--- config.mk ---
export PLATFORM = sky130hd
export DESIGN_NAME = multi_tick_accum
export DESIGN_NICKNAME = d
export VERILOG_FILES = /design/src/rtl/multi_tick_accum.sv
export SDC_FILE = /design/constraint.sdc
export NUM_CORES = 1
export LEC_CHECK = 0
export CORE_MARGIN = 3
export CORE_UTILIZATION = 50
export CTS_CLUSTER_DIAMETER = 150
export DETAILED_ROUTE_END_ITERATION = 12
export PLACE_DENSITY = 0.75
export SYNTH_ARGS = -nofsm -noshare
export SYNTH_HDL_FRONTEND = slang
export SYNTH_SLANG_ARGS = --single-unit
export TNS_END_PERCENT = 1
--- constraint.sdc ---
create_clock -name clock -period 4.05 [get_ports clock]
set_input_delay 0.405 -clock clock [delete_from_list [all_inputs] [get_ports clock]]
set_output_delay 0.405 -clock clock [all_outputs]
set_load 0.1 [all_outputs]
--- src/rtl/multi_tick_accum.sv ---
// Multi-channel accumulator register file with LOAD/ADD/CLEAR commands,
// a multi-cycle CLEAR_ALL sweep, and combinational and registered channel sums.
module multi_tick_accum #(
  parameter int WIDTH    = 8,
  parameter int CHANNELS = 4,
  parameter int SATURATE = 0,
  localparam int CW      = $clog2(CHANNELS)
) (
  input  logic                clock,
  input  logic                rst_n,
  input  logic                cmd_valid,
  output logic                cmd_ready,
  input  logic [1:0]          cmd_op,
  input  logic [CW-1:0]       cmd_ch,
  input  logic [WIDTH-1:0]    cmd_data,
  input  logic [CW-1:0]       rd_sel,
  output logic [WIDTH-1:0]    rd_data,
  output logic [WIDTH+CW-1:0] sum_ret,
  output logic [WIDTH+CW-1:0] sum_q,
  output logic                sum_valid,
  output logic                busy,
  output logic [15:0]         op_count
);

  typedef enum logic {IDLE, SWEEP} state_t;

  localparam logic [1:0] OP_LOAD      = 2'b00;
  localparam logic [1:0] OP_ADD       = 2'b01;
  localparam logic [1:0] OP_CLEAR_ONE = 2'b10;
  localparam logic [1:0] OP_CLEAR_ALL = 2'b11;

  state_t           state, state_nxt;
  logic [CW-1:0]    idx;
  logic [WIDTH-1:0] regs [CHANNELS];
  logic             accept;
  logic             wr_en;
  logic [CW-1:0]    wr_ch;
  logic [WIDTH-1:0] wr_val;
  logic [WIDTH:0]   add_full;

  assign accept   = cmd_valid & cmd_ready;
  assign add_full = {1'b0, regs[cmd_ch]} + {1'b0, cmd_data};

  // Next state, handshake and the single register write port; a sweep step
  // takes priority because commands are not accepted in SWEEP.
  always_comb begin
    state_nxt = state;
    cmd_ready = 1'b0;
    busy      = 1'b0;
    wr_en     = 1'b0;
    wr_ch     = cmd_ch;
    wr_val    = '0;
    case (state)
      IDLE: begin
        cmd_ready = 1'b1;
        if (cmd_valid) begin
          case (cmd_op)
            OP_LOAD: begin
              wr_en  = 1'b1;
              wr_val = cmd_data;
            end
            OP_ADD: begin
              wr_en  = 1'b1;
              wr_val = (SATURATE != 0 && add_full[WIDTH]) ? '1 : add_full[WIDTH-1:0];
            end
            OP_CLEAR_ONE: wr_en = 1'b1;
            OP_CLEAR_ALL: state_nxt = SWEEP;
            default: ;
          endcase
        end
      end
      SWEEP: begin
        busy  = 1'b1;
        wr_en = 1'b1;
        wr_ch = idx;
        if (idx == CW'(CHANNELS - 1)) state_nxt = IDLE;
      end
      default: state_nxt = IDLE;
    endcase
  end

  always_ff @(posedge clock or negedge rst_n) begin
    if (!rst_n) begin
      state     <= IDLE;
      idx       <= '0;
      op_count  <= '0;
      sum_q     <= '0;
      sum_valid <= 1'b1;
      for (int unsigned i = 0; i < CHANNELS; i++) regs[i] <= '0;
    end else begin
      state     <= state_nxt;
      idx       <= (state == SWEEP) ? idx + 1'b1 : '0;
      sum_q     <= sum_ret;
      sum_valid <= ~wr_en;
      if (accept) op_count <= op_count + 16'd1;
      if (wr_en) regs[wr_ch] <= wr_val;
    end
  end

  always_comb begin
    sum_ret = '0;
    for (int unsigned i = 0; i < CHANNELS; i++)
      sum_ret = sum_ret + {{CW{1'b0}}, regs[i]};
  end

  assign rd_data = regs[rd_sel];

endmodule

==> key figures, run 1 <==
Worst setup path
  • Setup crit end kind: primary output
  • Worst setup startpoint: regs[17]
  • Crit-path cells: inv_2 > fa_1 > inv_1 > fa_1 > ha_4 > fa_2 > a21o_1 > a21oi_2 > o21bai_1 > a21oi_2 > xnor2_2 > clkbuf_16
  • Reg-to-Reg Start: regs[17]
  • Crit start category: flop
  • Worst path bufs/invs: 3
  • Crit path largest cell delay: 540 ps
  • Worst path slowest cell: fa_1
  • CP arrival: 3520 ps
  • WP data required: 3640 ps
  • Crit path max-delay family: adder cells
  • Setup Crit Path Kind: reg2out
  • Crit path max fanout: 3

STA
  • Rel. slew slack: 34.5%
  • Crit share post-route: 96.9%
  • Achievable frequency: 255 MHz
  • Final Hold Vio Count: 0
  • Worst Clk Skew: 9.36 ps
  • RSZ-0062 raised after global routing: yes
  • Slew @ Worst Pin: 980 ps
  • Finish-stage setup viols: 0
  • Fin. max-slew vios: 0
  • Period minus WS final: 3920 ps

Yosys
  • Prevailing post-synth register cell: dfrtp_1
  • Cells after Synth: 357
  • Distinct cells, synth: 54
  • Synthesis-stage register bit count: 62
  • EDFF count, synth: 0
  • YS warnings: 0
  • Asr flop ratio synth: 100%
  • Syn Std Cell Area: 3980 µm²
  • Sequential element share of the synthesized area: 39.0%
  • Post-Syn Area per Cell: 11.2 µm²
  • Synth Net Count: 409

Status
  • Status: finished, final reports clean

Clock tree
  • H-tree depth: 3
  • CTS Buf Count: 9
  • Root buf cell: clkbuf_8
  • CTS tree: yes
  • Clock buffer depth: 2
  • Worst-Skew Late Latency: 340 ps
  • Sink Count: 62
  • Clk slew on worst S/H paths: 70 ps

Min path
  • Hold Crit Class: in2async

Global route
  • Vias in the first global route: 2,900
  • Gr ovfl total: 0
  • Total track usage: 21.2%
  • Largest net degree at the start of global routing: 38
  • First-pass GRT wire length: 14,300 µm
  • Antenna violations before repair: 0

Detailed routing
  • Routed vias/inst: 5.59
  • Wire per inst: 17.0 µm
  • Total wire length: 8960 µm
  • DRC viols: 0
  • Antenna viol nets, final: 0
  • Vias: 2,949
  • DRT Pass-1 Iters: 4
  • DRT iter0 DRCs: 181

Layout
  • Diodes inserted: 0
  • Area Overhead vs Synth: 24.8%
  • Fin nets: 476
  • Final std cells w/o fill: 528
  • Layout cells sized above 1: 21.2%

Floorplanning
  • Core Region: 7490 µm²
  • Die Span Y: 95.3 µm
  • Ports: 64
  • Die ar.: 9070 µm²
  • Die Width: 95.3 µm
  • Initial Util: 53.2%
  • Row Count: 31

Place
  • Final HPWL DP: 6620 µm
  • Final GP Congestion: 0.875
  • Port bufs: 63
  • Dpl cells: 511

Flow run
  • MaxCap Viol Count: 0
path summary, 6_finish.rpt:
path / endpoint / slack (ps) / cells past startpoint
min: sum_q[9] / 180 / 1
min in group clock: op_count[15] / 470 / 1
max reg2reg: sum_q[9] / 970 / 11
min reg2reg: op_count[15] / 470 / 1
max in group asynchronous: regs[17] / 3030 / 2
max: sum_ret[7] / 130 / 12
final cells by class:
type	instances	area, µm²
clock buffers	9	124
inverters	41	154
well taps	99	124
fillers	588	2510
repair buffers	68	688
multi-input cells	242	2250
flip-flops and latches	62	1550
clock inverters	7	73.8
cells in the final DEF, fill, tap and decap left out, types with 9 or more instances in the layout:
cell / n
inv_1: 39
fa_1: 16
nor2_1: 13
buf_4: 17
clkdlybuf4s50_1: 45
o21ai_0: 15
dfrtp_1: 61
nand2_1: 34
mux2_2: 14
clkbuf_8: 9
xnor2_1: 17
ha_1: 17
a21oi_1: 10
mux4_2: 16
cells by family after synthesis:
group                      after synthesis  share of synthesized area (%)
AOI/OAI and AO/OA                       57                           9.89
muxes                                   34                           14.0
adders and majority gates               35                           14.2
xor gates and xnor gates                23                           5.06
DFF                                     62                           39.0
buffers and inverters                   53                           5.56
and+or+nand+nor                         93                           12.3
cells in the mapped netlist, types with 2 or more instances:
cell | count | area, µm²
o31ai_1 | 2 | 15.0
dfrtp_1 | 61 | 1530
and2_1 | 4 | 25.0
nor3_1 | 3 | 15.0
or3_1 | 2 | 12.5
mux2i_1 | 3 | 30.0
mux4_2 | 16 | 360
o41ai_1 | 2 | 17.5
fa_1 | 17 | 340
nor2b_1 | 3 | 18.8
inv_1 | 41 | 154
and3_1 | 5 | 31.3
xor2_1 | 4 | 35.0
clkbuf_1 | 2 | 7.51
nor2_2 | 4 | 25.0
a21o_1 | 5 | 37.5
o211ai_1 | 4 | 30.0
a31oi_1 | 3 | 18.8
mux2_2 | 14 | 158
nand3b_1 | 2 | 15.0
and4_1 | 3 | 26.3
xnor2_1 | 19 | 166
ha_1 | 18 | 225
nor2_1 | 13 | 48.8
buf_2 | 5 | 25.0
nand2b_1 | 2 | 12.5
a21oi_1 | 12 | 60.1
nand2_1 | 34 | 128
buf_4 | 2 | 15.0
nand3_1 | 6 | 30.0
o221ai_2 | 2 | 30.0
a22oi_1 | 2 | 15.0
o21ai_0 | 16 | 80.1
nand4_1 | 6 | 37.5
metal layers:
| layer | track usage, % | share of wire (%) | vias to the layer above |
|---|---|---|---|
| met1 | 28.7 | 41 | 1459 |
| met3 | 5.76 | 6.8 | 12 |
| met2 | 33.0 | 51 | 98 |
| met4 | 7.45 | 1.4 | 0 |
| li1 | - | - | 1380 |
| met5 | 0 | 0 | - |
flip-flops by register name, summed over array words and instances, names as in the netlist:
register / cells
sum_q: 10
state: 1
regs: 32
op_count: 16
sum_valid: 1
idx: 2
worst reg2reg max path, stage by stage, from the launching register on:
cell	delay [ps]
dfrtp_1	380
inv_2	60
fa_1	540
inv_1	60
fa_1	480
ha_4	190
fa_2	390
a21o_1	170
a21oi_2	160
o21bai_1	110
a21oi_2	240
o21ai_1	170
timing repair:
| item | CTS | global route |
|---|---|---|
| setup buffers | 0 | 1 |
| endpoints found under the setup margin | 2 | 2 |
| hold buffers | 0 | 0 |
| pin swaps | 2 | 9 |
| endpoints found under the hold margin | 0 | 0 |
| gates resized for setup | 5 | 8 |
through the flow:
step                hold slack [ps]  util (%)  cell area, µm²  worst slack [ps]  TNS [ps]
floorplan                       109         -            3980              -200      -662
finish                          175      66.4            4970               127         0
global placement                460      63.0            4720               377         0
CTS                             191      66.0            4940              24.2         0
detailed placement              466      63.0            4720               266         0
global route                    231      66.4            4970             -16.7     -17.8
Power of run 1 is not shown: default switching activity piles up to over one toggle a cycle in this logic, so the estimate is an artifact.
==> run 2: changes to the inputs <==
- REMOVE_ABC_BUFFERS: unset -> 1
==> run 2 against run 1 <==
Against the previous run: sequential cell count did not move; clock skew down 3.5 ps; routed wire length grew 2.1%; non-clock buffer count increased by 3; register-to-register slack is essentially flat; clock-buffer cell count is the same; via count increased by 1.6%; critical path type unchanged; critical endpoint unchanged; largest cell class unchanged.
==> key figures, run 2 (same netlist as run 1, synthesis figures left out) <==
Worst setup path
  • WP data required: 3640 ps (about the same)
  • CP arrival: 3550 ps (+30 ps)
  • Crit-path cells: inv_2 > fa_1 > inv_1 > fa_1 > ha_2 > fa_2 > a21o_1 > a21oi_2 > o21bai_1 > a21oi_2 > xnor2_1 > bufbuf_16
  • Reg-to-Reg Start: regs[2]
  • Setup Crit Path Kind: reg2out
  • Crit path max fanout: 3 (unchanged)
  • Crit path largest cell delay: 510 ps (-30 ps)
  • Worst path slowest cell: fa_1
  • Worst setup startpoint: regs[9]
  • Setup crit end kind: primary output
  • Crit start category: flop
  • Crit path max-delay family: adder cells
  • Worst path bufs/invs: 3 (unchanged)

Layout
  • Top reg by flops: regs
  • FILL cells: 574 (-2.4%)
  • Most common cell after layout, fill and taps aside: dfrtp_1
  • Largest register FFs: 32 (unchanged)
  • Layout cells sized above 1: 21.5% (+0.32 points)
  • Commonest non-fill, non-tap cells in the layout: dfrtp_1, clkdlybuf4s50_1, inv_1
  • Area Overhead vs Synth: 25.2%
  • Diodes inserted: 0 (unchanged)
  • Biggest regs: regs (32), op_count (16), sum_q (10)
  • Fin nets: 479 (+0.63%)

Global route
  • Total track usage: 21.5% (+0.30 points)
  • Met2 GRT Util: 34.9% (+1.9 points)
  • Gr ovfl total: 0 (unchanged)
  • Largest net degree at the start of global routing: 36 (-5.3%)
  • Gr busiest metal: met2
  • M3 GR Usage: 3.16% (-2.6 points)
  • Antenna violations before repair: 0 (unchanged)
  • Vias in the first global route: 2,934 (+1.2%)
  • First-pass GRT wire length: 14,700 µm (+2.9%)
  • Met1 track demand over resource: 28.6% (-0.082 points)

Floorplanning
  • Die Width: 95.3 µm (unchanged)
  • Die Span Y: 95.3 µm (unchanged)
  • Die ar.: 9070 µm² (unchanged)
  • Core Region: 7490 µm² (unchanged)
  • Row Count: 31 (unchanged)
  • Initial Util: 53.2% (unchanged)
  • Ports: 64 (unchanged)

STA
  • Period minus WS final: 3960 ps (+33.9 ps)
  • Rel. slew slack: 32.8% (-1.7 points)
  • Crit share post-route: 97.7% (+0.84 points)
  • Final Hold Vio Count: 0 (unchanged)
  • Final hold slack: 165 ps (-9.75 ps)
  • Fin. max-slew vios: 0 (unchanged)
  • Finish-stage setup viols: 0 (unchanged)
  • Achievable frequency: 253 MHz (-0.86%)
  • Slew @ Worst Pin: 1000 ps (+25.2 ps)
  • Worst Clk Skew: 5.85 ps (-3.51 ps)

Clock tree
  • H-tree depth: 3 (unchanged)
  • Worst-Skew Late Latency: 340 ps (about the same)
  • Clock buffer depth: 2 (unchanged)
  • Sink Count: 62 (unchanged)
  • CTS tree: yes
  • Root buf cell: clkbuf_8
  • CTS Buf Count: 9 (unchanged)
  • Clk slew on worst S/H paths: 70 ps (about the same)

Place
  • Final GP Congestion: 0.872 (-0.43%)
  • Final HPWL DP: 6760 µm (+2.2%)
  • Port bufs: 63 (unchanged)

Detailed routing
  • DRT Pass-1 Iters: 4 (unchanged)
  • Routed vias/inst: 5.64 (+0.99%)
  • Wire per inst: 17.2 µm (+1.6%)
  • DRT iter0 DRCs: 141 (-22%)
  • Total wire length: 9150 µm (+2.1%)
  • Vias: 2,995 (+1.6%)
  • Antenna viol nets, final: 0 (unchanged)
  • DRC viols: 0 (unchanged)

Status
  • Status: finished, final reports clean

Min path
  • Hold Crit Class: in2async

Flow run
  • MaxCap Viol Count: 0 (unchanged)
## run 2: changes by cell type in the layout (fill, tap and decap cells not counted), sizes merged
cell	delta
buf	+3
clkbuf	-1
bufbuf	+1
## run 2: worst paths after layout
path,slack [ps],endpoint,cells past startpoint
worst max-delay path,90,sum_ret[7],12
worst min-delay path,170,regs[23],1
worst max register to register,970,sum_q[8],10
worst min register to register,470,op_count[15],1
max in group asynchronous,3020,regs[8],2
min in group clock,470,op_count[15],1
## run 2: layout make-up
class                           count  area, µm²  share of cell area, %
Multi-Input combinational cell    242       2240                   44.9
Sequential cell                    62       1550                   31.1
Timing Repair Buffer               71        718                   14.4
Inverter                           41        154                   3.09
Clock buffer                        9        124                   2.48
Tap cell                           99        124                   2.48
Clock inverter                      7       73.8                   1.48
## run 2: layer usage
layer / up-vias / part of all wire [%] / wire (µm)
met2: 91 / 50 / 4590
met3: 16 / 5.7 / 524
met4: 0 / 2.3 / 207
met1: 1495 / 42 / 3830
li1: 1393 / - / -
met5: - / 0 / 0
## run 2: repair_timing
action	4_1_cts	5_1_grt
resized for setup	4	6
setup buffers	1	2
endpoints found under the hold margin	0	0
hold buffers	0	0
setup endpoints to repair	2	3
pin swaps	1	5
## run 2: stage by stage
step                      setup slack [ps]  setup TNS [ps]  area [µm²]  utilization [%]  std cells
after global placement                 371               0        4720             63.1        512
after detailed placement               255               0        4720             63.1        512
after floorplan                       -769           -2140        3920                -        345
after CTS                            0.185               0        4950             66.1        529
after global routing                 -10.5           -10.5        4990             66.6        531
final                                 93.5               0        4990             66.6        531
Power of run 2 is left out for the same reason.
